==> src/rtl/dwt_sample_framer.sv <==
// dwt_sample_framer: packs a serial W-bit sample stream into N-sample frames
// held in a ping-pong pair of banks, and presents each full frame as one
// parallel word on a valid/ready output.
// Optional feature macro: DWT_FRAMER_ZERO_PAD_EN -- when defined, flush closes a
// partially filled frame by zero-padding it and emitting it with frame_partial=1;
// when undefined, flush discards the partial frame and frame_partial is 0.
module dwt_sample_framer #(
  parameter int N     = 8,
  parameter int W     = 8,
  parameter int CNT_W = 16
) (
  input  logic             clk,
  input  logic             reset,
  input  logic [W-1:0]     s_data,
  input  logic             s_valid,
  output logic             s_ready,
  input  logic             flush,
  output logic [N*W-1:0]   frame_data,
  output logic             frame_valid,
  input  logic             frame_ready,
  output logic             frame_partial,
  output logic [CNT_W-1:0] frame_cnt
);

  localparam int IDX_W = (N > 1) ? $clog2(N) : 1;

  typedef enum logic [1:0] {
    EMPTY   = 2'd0,
    FILLING = 2'd1,
    FULL    = 2'd2
  } bank_st_t;

  bank_st_t         st   [2];
  bank_st_t         st_n [2];
  logic [W-1:0]     mem   [2][N];
  logic [W-1:0]     mem_n [2][N];
  logic             wr_sel, wr_sel_n;
  logic             rd_sel, rd_sel_n;
  logic [IDX_W-1:0] fill_idx, fill_idx_n;
  logic [CNT_W-1:0] cnt, cnt_n;
  logic             accept, handoff, last_slot;
`ifdef DWT_FRAMER_ZERO_PAD_EN
  logic             part   [2];
  logic             part_n [2];
`endif

  assign s_ready     = (st[wr_sel] != FULL);
  assign frame_valid = (st[rd_sel] == FULL);
  assign frame_cnt   = cnt;
`ifdef DWT_FRAMER_ZERO_PAD_EN
  assign frame_partial = part[rd_sel];
`else
  assign frame_partial = 1'b0;
`endif

  // Present the read bank as one packed word, sample 0 in the low bits.
  always_comb begin
    frame_data = '0;
    for (int k = 0; k < N; k++) begin
      frame_data[k*W +: W] = mem[rd_sel][k];
    end
  end

  // Next-state: handoff frees the read bank, accept fills the write bank, and
  // flush then acts on whatever the write bank looks like after the accept.
  always_comb begin
    st_n       = st;
    mem_n      = mem;
    wr_sel_n   = wr_sel;
    rd_sel_n   = rd_sel;
    fill_idx_n = fill_idx;
    cnt_n      = cnt;
`ifdef DWT_FRAMER_ZERO_PAD_EN
    part_n     = part;
`endif
    accept    = s_valid && s_ready;
    handoff   = frame_valid && frame_ready;
    last_slot = (fill_idx == IDX_W'(N - 1));

    if (handoff) begin
      st_n[rd_sel] = EMPTY;
      rd_sel_n     = ~rd_sel;
      cnt_n        = cnt + 1'b1;
    end

    if (accept) begin
      mem_n[wr_sel][fill_idx] = s_data;
      if (last_slot) begin
        st_n[wr_sel] = FULL;
`ifdef DWT_FRAMER_ZERO_PAD_EN
        part_n[wr_sel] = 1'b0;
`endif
        fill_idx_n   = '0;
        wr_sel_n     = ~wr_sel;
      end else begin
        st_n[wr_sel] = FILLING;
        fill_idx_n   = fill_idx + 1'b1;
      end
    end

    // A completed or full bank is never FILLING here, so flush only ever
    // touches a genuinely partial frame.
    if (flush && (st_n[wr_sel] == FILLING)) begin
`ifdef DWT_FRAMER_ZERO_PAD_EN
      for (int k = 0; k < N; k++) begin
        if (IDX_W'(k) >= fill_idx_n) begin
          mem_n[wr_sel][k] = '0;
        end
      end
      st_n[wr_sel]   = FULL;
      part_n[wr_sel] = 1'b1;
      fill_idx_n     = '0;
      wr_sel_n       = ~wr_sel;
`else
      st_n[wr_sel] = EMPTY;
      fill_idx_n   = '0;
`endif
    end
  end

  // State and bank storage; reset clears data too so frame_data reads 0.
  always_ff @(posedge clk) begin
    if (reset) begin
      for (int b = 0; b < 2; b++) begin
        st[b] <= EMPTY;
`ifdef DWT_FRAMER_ZERO_PAD_EN
        part[b] <= 1'b0;
`endif
        for (int k = 0; k < N; k++) begin
          mem[b][k] <= '0;
        end
      end
      wr_sel   <= 1'b0;
      rd_sel   <= 1'b0;
      fill_idx <= '0;
      cnt      <= '0;
    end else begin
      st       <= st_n;
      mem      <= mem_n;
`ifdef DWT_FRAMER_ZERO_PAD_EN
      part     <= part_n;
`endif
      wr_sel   <= wr_sel_n;
      rd_sel   <= rd_sel_n;
      fill_idx <= fill_idx_n;
      cnt      <= cnt_n;
    end
  end

endmodule

==> config.mk <==
export PLATFORM = sky130hd
export DESIGN_NAME = dwt_sample_framer
export DESIGN_NICKNAME = d
export VERILOG_FILES = /design/src/rtl/dwt_sample_framer.sv
export SDC_FILE = /design/constraint.sdc
export NUM_CORES = 1
export LEC_CHECK = 0
export ABC_AREA = 1
export CORE_AREA = 4 4 134 110
export CTS_BUF_LIST = sky130_fd_sc_hd__clkbuf_2 sky130_fd_sc_hd__clkbuf_4 sky130_fd_sc_hd__clkbuf_8
export DETAILED_ROUTE_END_ITERATION = 10
export DIE_AREA = 0 0 138 114
export GPL_ROUTABILITY_DRIVEN = 0
export GPL_TIMING_DRIVEN = 0
export HOLD_SLACK_MARGIN = 0.15
export PLACE_DENSITY = 0.77
export SYNTH_ARGS = -nofsm -noshare
export SYNTH_HDL_FRONTEND = slang
export SYNTH_SLANG_ARGS = --single-unit
export TNS_END_PERCENT = 10
==> constraint.sdc <==
create_clock -name clk -period 1.5 [get_ports clk]
set_input_delay 0.225 -clock clk [delete_from_list [all_inputs] [get_ports clk]]
set_output_delay 0.225 -clock clk [all_outputs]
set_load 0.02 [all_outputs]
Word level (Yosys, flattened, before mapping)
Cells that the tools add are included.
Widths: inputs -> output; s select.
{ "word_totals": {"register_bits": 153, "inputBits": 13, "out_inout_bits": 83, "elab_cells": 83} }
{ "classes": {"addsub": 2, "magnitude_cmp": 6, "eq_ne": 4, "muxes": 26, "n_bitwise": 15, "reduce_logical": 8} }
{ "op_table": {"columns": ["operator", "n"], "rows": [
  ["$mux 64", 4],
  ["$bwmux 128", 1],
  ["$demux 64 s1", 1],
  ["$demux 8 s3", 1],
  ["$mux 2", 11],
  ["$add 16x1->16 const B", 1],
  ["$mux 4", 4],
  ["$and 4x4->4", 2],
  ["$mux 8", 1],
  ["$not 4->4", 2],
  ["$logic_and 1x1->1", 6],
  ["$and 2x2->2", 2],
  ["$demux 2 s1", 2],
  ["$ge 2x2->1 const B", 2],
  ["$ge 4x4->1 const B", 1],
  ["$lt 2x1->1 const B", 2],
  ["$lt 4x1->1 const B", 1],
  ["$not 1->2", 2],
  ["$not 2->2", 2],
  ["$not 3->4", 1],
  ["$or 2x2->2", 2],
  ["$add 3x1->3 const B", 1],
  ["$eq 3x3->1 const B", 1],
  ["$mux 3", 1],
  ["6 further kinds", 7]
]} }

Depth between registers and ports, before layout
Gate-level depths: netlist of the first run.
{ "depth": {"ltp_word": 17, "mapped_depth": 11, "mapped_depth_nobuf": 11} }

Least setup slack after synthesis of the first run
Ideal clock, no wire load.
{ "synth_path": {"path_type": "reg2reg", "startpoint": "reg cnt[1] (netlist: frame_cnt[1])", "endpoint": "reg cnt[10] (netlist: frame_cnt[10])", "setup_ns": 0.058, "arrival_time_ns": 1.468, "t_required_ns": 1.442, "setup_slack_ns": -0.025, "path_stages_with_launch": 9, "n_path_buf": 0, "path_cell_list": "dfxtp_1 ha_1 nand2_1 nor2_1 nand2_1 nor2_2 nand3_1 a21oi_1 o21a_1"} }
{ "synth_via": {"elab_chain_len": 1} }
{ "synth_lines": {"columns": ["item", "line", "rtl"], "rows": [
  ["start: declaration", "40", "logic [CNT_W-1:0] cnt, cnt_n;"],
  ["start signal: assignment", "146", "cnt <= cnt_n;"],
  ["$add 16x1->16", "83", "cnt_n = cnt + 1'b1;"]
]} }
Every way passes these cells.
A chain may end at the register's enable or synchronous reset.

Final worst setup path of the first run
{ "layout_path": {"startpoint": "reg rd_sel", "endpoint": "out frame_data[21]"} }
{ "layout_via": {"elab_chain_len": 4} }
{ "layout_lines": {"columns": ["item", "line", "rtl"], "rows": [
  ["start: declaration", "38", "logic rd_sel, rd_sel_n;"],
  ["start signal: assignment", "144", "rd_sel <= rd_sel_n;"],
  ["$not 1->2 (not written as such)", "60", "frame_data[k*W +: W] = mem[rd_sel][k];"],
  ["$mux 64 (3 in series)", null, null],
  ["end: declaration", "18", "output logic [N*W-1:0] frame_data,"]
]} }
Every way passes these cells. The select of a mux whose other input is x is not followed.

==> results of run 1 <==
-- worst max-delay path by stage --
| stage | end | start | cells after the start |
|---|---|---|---|
| after floorplan | frame_cnt[10] | frame_cnt[1] | 8 |
| after global placement | frame_data[25] | rd_sel | 6 |
| after detailed placement | frame_data[25] | rd_sel | 6 |
| after CTS | frame_data[21] | rd_sel | 6 |
| after global routing | frame_data[29] | rd_sel | 6 |
| final | frame_data[21] | rd_sel | 5 |
-- critical path: stages (launching register included) --
cell and delay (ps):
dfxtp_4 410, clkbuf_16 190, clkbuf_8 170, nand2_1 70, nand2_1 110, buf_6 130
-- final cells by class --
cell class                 instances  share of cell area [%]
sequential                       153                    34.3
timing repair buffer              96                    11.1
tap                              180                    2.50
multi-input combinational        739                    39.8
buffer                            49                    4.91
inverter                          57                    2.77
clock inverter                    10                    1.59
clock buffer                      21                    3.07
-- through the flow --
step                      worst slack (ps)  std cells  setup TNS (ps)  hold slack, ps  instance area [µm²]
after floorplan                       75.8        998               0             303                 6730
after global placement                -951       1264         -110610             471                 7820
after detailed placement              -943       1264         -113600             484                 7820
after CTS                             -242       1299          -13360             190                 8570
after global routing                  -291       1305          -20970             243                 8990
final                                 -254       1305          -13500             231                 8990
-- report_power, final --
part	internal, mW	total (mW)	switching (mW)
Clock	1.77	3.36	1.59
Sequential	4.09	4.13	0.0343
Combinational	0.154	0.513	0.359
Total	6.02	8.00	1.99
-- timing repair --
item,CTS,global route
setup buffers,1,1
pin swaps,16,16
setup endpoints to repair,203,209
hold buffers,0,0
gates cloned,3,5
resized for setup,481,123
-- metal layers --
metal,global-route usage (%),wire [µm],up-vias
met5,0,0,-
met4,9.28,458,0
met3,5.24,1990,50
met2,41.0,9390,336
met1,36.1,9280,3290
li1,-,-,3382
-- cells by family after synthesis --
| group | count (synthesis) |
|---|---|
| other | 1 |
| xor gates and xnor gates | 3 |
| adders and majority gates | 3 |
| DFF | 153 |
| buffers and inverters | 106 |
| AOI/OAI and AO/OA | 161 |
| and+or+nand+nor | 571 |
-- cell usage after synthesis (2+ instances only) --
| cell | count |
|---|---|
| clkbuf_1 | 45 |
| inv_1 | 51 |
| dfxtp_1 | 153 |
| nand2_1 | 236 |
| nor3_1 | 16 |
| nor2_4 | 16 |
| ha_1 | 3 |
| buf_6 | 2 |
| xor2_1 | 2 |
| nand4_1 | 7 |
| nand3_1 | 13 |
| a21oi_1 | 20 |
| inv_2 | 5 |
| nand2_2 | 6 |
| nand3_2 | 2 |
| nor2_1 | 271 |
| o21ai_0 | 138 |
-- state kept, by name, summed over array words and instances (netlist names) --
| register | count |
|---|---|
| mem | 128 |
| rd_sel | 1 |
| wr_sel | 1 |
| frame_cnt | 16 |
| fill_idx | 3 |
| st | 4 |
==> results.md, run 1 <==
- Max Fclk: ~570 MHz
- Die height: around 110 µm
- CP Max Fanout: 10
- Mapped Cells: ~1000
- Die span in x: around 140 µm
- Area of the die: around 0.016 mm²
- Number of distinct library cells after synthesis: 29
- Layout Nets: approximately 1100
- Most common cell after layout, fill and taps aside: nor2_1
- CTS tree: done
- Area growth syn-to-layout: 33.6%
- DR vias: 7058
- Vias per cell: ~5.4
- First-pass GRT wire length: 33.2 mm
- Largest family of logic cells by synthesized area: simple AND/OR/NAND/NOR gates
- Post-synth EDFFs: 0
- Final WL: between 20 and 25 mm
- Footprint of the multi-input gates: between 0.003 and 0.004 mm²
- Ys async rst share: 0%
- Setup WS post-layout: -254 ps
- Share of post-route cells with drive strength above 1: between 20% and 30%
- Worst endpoint required time: ~1300 ps
- CP Launch Type: flop
- P per Cell Area: approximately 890 mW/mm²
- Final min period: 1750 ps
- Clock root buffer: clkbuf_8
- Initial antenna violation count: 0
- Yosys warns: 0
- Worst hold endpoint: mem[63]
- Failing checks: negative setup slack
- Ant diodes: 0
- Longest Clk Path Bufs: 2
- Relative slew slack: 44.8%
- Total Power: ~8.0 mW
- CP arrival: roughly 1500 ps
- Drt wl/cell: 16.2 µm
- Post-synthesis compound-gate area fraction: 12.1%
- Post-Syn Nets: ~1000
- Mux cell area share after synthesis: 0%
- Worst Max-Slew Pin Slew: 829 ps
- Fin crit share: 117%
- Starting density of the core: between 50% and 60%
- Fillcell total: around 1100
- Yosys reg bits: 153
- Max-cap violations: 0
- Mapped cell area: 0.00673 mm²
- Synth area leader: dfxtp_1
- Final core occ: approximately 67%
- Sink Count: 153
- Outcome: finished, violations left
- Ranking of synthesized cells by area: dfxtp_1 (46%), nor2_1 (15%), nand2_1 (13%)
- Kind of path behind the tightest hold check: primary input to flop
- Pre-antenna DRT Iters: 5
- Final Hold Vio Count: 0
- R2r endpoint: fill_idx[1]
- H-tree levels: 4
- Core Box Area: ~0.013 mm²
- HP Start: s_data[7]
- Most frequent cells in the layout: nor2_1 (267), nand2_1 (165), dfxtp_1 (144)
- Post-DP HPWL: between 10 and 15 mm
- P_leak: 4.05 nW
- Reg2reg setup slack: -50 ps
- XOR/XNOR share of the synthesized area: less than 1%
- CP endpoint kind: output port
- Hold path depth: 3
- RR Startpoint: fill_idx[0]
- Syn Area/Cell: 6.74 µm²
- Vias in the first global route: approximately 6500
- Synth top area share: 45.5%
- Final Max Tran Viols: 0
- Critical path class: flop to output port
- Simple-gate share of the synthesized area: a little over a third
- GRT Residual Overflow: 0
- Worst Clk Skew: slightly below 7 ps
- Initial DRC count: 775
- Cell Rows: 38
- FF/Latch Area: 0.00308 mm²
- Top FF cell, synth: dfxtp_1
- Worst-Skew Late Latency: around 460 ps
- Input/output buffers: 86
- Reg clk slew, reported paths: around 90 ps
- RSZ-0062 raised after global routing: true
- Post-synthesis sequential area ratio: approximately 46%
- CTS Buf Count: 17
- Reg2reg path depth: 10
- VDD IR max: around 560 µV
- Final setup fails: between 70 and 80
- Adder-Cell Fraction of Synth Area: less than 1%
- GRT Total Usage: 26.1%
- DRC viols: 0
- Largest net degree at the start of global routing: 17
- Antenna Nets Post-Route: 0
- Ports: 96
No activity file was read; power rests on OpenSTA's default activity.
==> inputs of run 2 (changes only) <==
Settings changed: CORE_AREA 4 4 134 110 to 4 4 92 159, DIE_AREA 0 0 138 114 to 0 0 96 163.
==> run 2 against run 1 <==
  * The run still ends with negative setup slack left
  * First-iteration DRC count is 42% lower
  * Design area is 0.72% lower
  * Sequential cell count stayed put
  * Clock-buffer cell count is 1 higher
  * Sequential share of layout area is 0.22 points higher
  * Clock skew is 3.3 ps higher
  * Via count is 3.7% lower
  * Final cell count is 0.46% lower
  * Sequential power hardly changed
  * Register-to-register slack hardly changed
  * Utilization is 0.36 points lower
  * Critical path type unchanged
  * Largest cell class unchanged
==> results.md, run 2 (synthesis gave the netlist of run 1 again) <==
- Core Box Area: 0.0134 mm² (-0.19%)
- Area of the die: 0.0156 mm² (-0.53%)
- Max Fclk: 580 MHz (+1.8%)
- Fin crit share: 115% (-2.1 points)
- Final setup fails: 72 (-8.9%)
- Starting density of the core: 50.3% (+0.094 points)
- Die height: 163 µm (+43%)
- Reg clk slew, reported paths: 90 ps (about the same)
- Sink Count: 153 (unchanged)
- Area growth syn-to-layout: 32.7%
- Post-DP HPWL: 13.4 mm (-0.65%)
- Clock root buffer: clkbuf_8
- CTS Buf Count: 17 (unchanged)
- Vias in the first global route: 6506 (-0.077%)
- VDD IR max: 810 µV (+46%)
- First-pass GRT wire length: 31.7 mm (-4.4%)
- GRT Residual Overflow: 0 (unchanged)
- DR vias: 6800 (-3.7%)
- Input/output buffers: 86 (unchanged)
- Initial DRC count: 451 (-42%)
- CTS tree: done
- RR Startpoint: rd_sel
- CTS Hold Buffers Added: 0 (unchanged)
- Met3 Use GR: 5.36% (+0.12 points)
- Initial antenna violation count: 0 (unchanged)
- CP Launch Point: rd_sel
- Footprint of the multi-input gates: 0.00350 mm² (-2.3%)
- Critical path class: flop to output port
- Non-Filler Instances: 1299 (-0.46%)
- Kind of path behind the tightest hold check: primary input to flop
- Post-Place Setup Slack: -898 ps (+44.4 ps)
- HP Start: s_data[2]
- Antenna Nets Post-Route: 0 (unchanged)
- Worst Clk Skew: 10.1 ps (+3.31 ps)
- DRC viols: 0 (unchanged)
- Die span in x: 96 µm (-30%)
- Failing checks: negative setup slack
- Worst Max-Slew Pin Slew: 879 ps (+50.8 ps)
- Outcome: finished, violations left
- GR peak layer: met2
- Final WL: 20.5 mm (-2.8%)
- Total Power: 7.88 mW (-1.5%)
- Longest Clk Path Bufs: 2 (unchanged)
- Final min period: 1720 ps (-30.8 ps)
- Ant diodes: 0 (unchanged)
- Largest Register: mem
- Layout Nets: 1128 (-0.089%)
- Final Max Tran Viols: 0 (unchanged)
- FF/Latch Area: 0.00308 mm² (about the same)
- Cell Rows: 56 (+47%)
- CP Max Fanout: 8 (-2)
- CP arrival: 1500 ps (-30 ps)
- H-tree levels: 4 (unchanged)
- Pre-antenna DRT Iters: 8 (+3)
- Share of post-route cells with drive strength above 1: 23.2% (-0.71 points)
- Worst endpoint required time: 1270 ps (about the same)
- CP Launch Type: flop
- GRT met1 Usage: 30.2% (-5.9 points)
- RSZ-0062 raised after global routing: true
- P per Cell Area: 883 mW/mm² (-0.82%)
- Worst-Skew Late Latency: 460 ps (about the same)
- Most common cell after layout, fill and taps aside: nor2_1
- Final core occ: 66.7% (-0.36 points)
- Fillcell total: 1136 (-0.96%)
- Max FFs per register: 128 (unchanged)
- Setup WS post-layout: -223 ps (+30.8 ps)
- Drt wl/cell: 15.8 µm (-2.4%)
- Max-cap violations: 0 (unchanged)
- Largest net degree at the start of global routing: 17 (unchanged)
- CP endpoint kind: output port
- Cell total after placement: 1258 (-0.47%)
- Final Hold Vio Count: 0 (unchanged)
- Met2 Use GR: 44.9% (+3.9 points)
- Vias per cell: 5.23 (-3.2%)
- Ports: 96 (unchanged)
- Relative slew slack: 41.4% (-3.4 points)
- GRT Total Usage: 26.2% (+0.099 points)
- Most frequent cells in the layout: nor2_1 (257), nand2_1 (177), dfxtp_1 (146)
- P_leak: 4.04 nW (-0.18%)
## run 2: cell types whose count changed in the layout (fill, tap and decap cells not counted), moves of 4 or more
cell	delta
nand2_1	+12
nand2_4	-10
nor2_1	-10
nor2_2	+10
nor3_2	-7
nor3_1	+6
buf_6	+5
buf_4	-4
inv_1	-4
## run 2: area by class of cell
cell class	count	share of cell area, %
Multi-Input combinational cell	739	39.2
Sequential cell	153	34.5
Timing Repair Buffer	95	11.7
Buffer	49	4.75
Clock buffer	22	3.25
Inverter	57	2.82
Tap cell	174	2.44
Clock inverter	10	1.33
## run 2: per-stage QoR
stage          hold slack [ps]  area [µm²]  setup TNS, ps
6_report                   264        8930         -12040
5_1_grt                    236        8930         -17970
4_1_cts                    252        8560         -12530
3_5_place_dp               479        7810        -114460
3_3_place_gp               468        7810        -114060
2_1_floorplan              303        6730              0
## run 2: what timing repair did
action | 4_1_cts | 5_1_grt
pin swaps | 16 | 22
setup endpoints to repair | 203 | 210
resized for setup | 483 | 115
cloned | 2 | 4
endpoints found under the hold margin | 0 | 0
buffers inserted | 1 | 2
## run 2: layer usage
layer	up-vias	routed length, µm
met5	-	0
met1	3098	7890
li1	3382	-
met2	251	10400
met4	0	1010
met3	69	1250
## run 2: worst max-delay path, stage by stage, from the launching register on
cell,delay [ps]
dfxtp_4,390
inv_6,50
clkbuf_16,170
clkbuf_16,160
nand2_1,50
nand2_1,70
buf_6,140
## run 2: final timing paths
check,end,slack [ps],depth (start not counted)
max,frame_data[32],-220,6
min,mem[26],260,3
max reg2reg,frame_cnt[9],-40,7
min reg2reg,frame_cnt[14],490,2
## run 2: power breakdown
group          switching [mW]  internal, mW
Combinational           0.359         0.158
Clock                    1.60          1.65
Sequential             0.0285          4.09
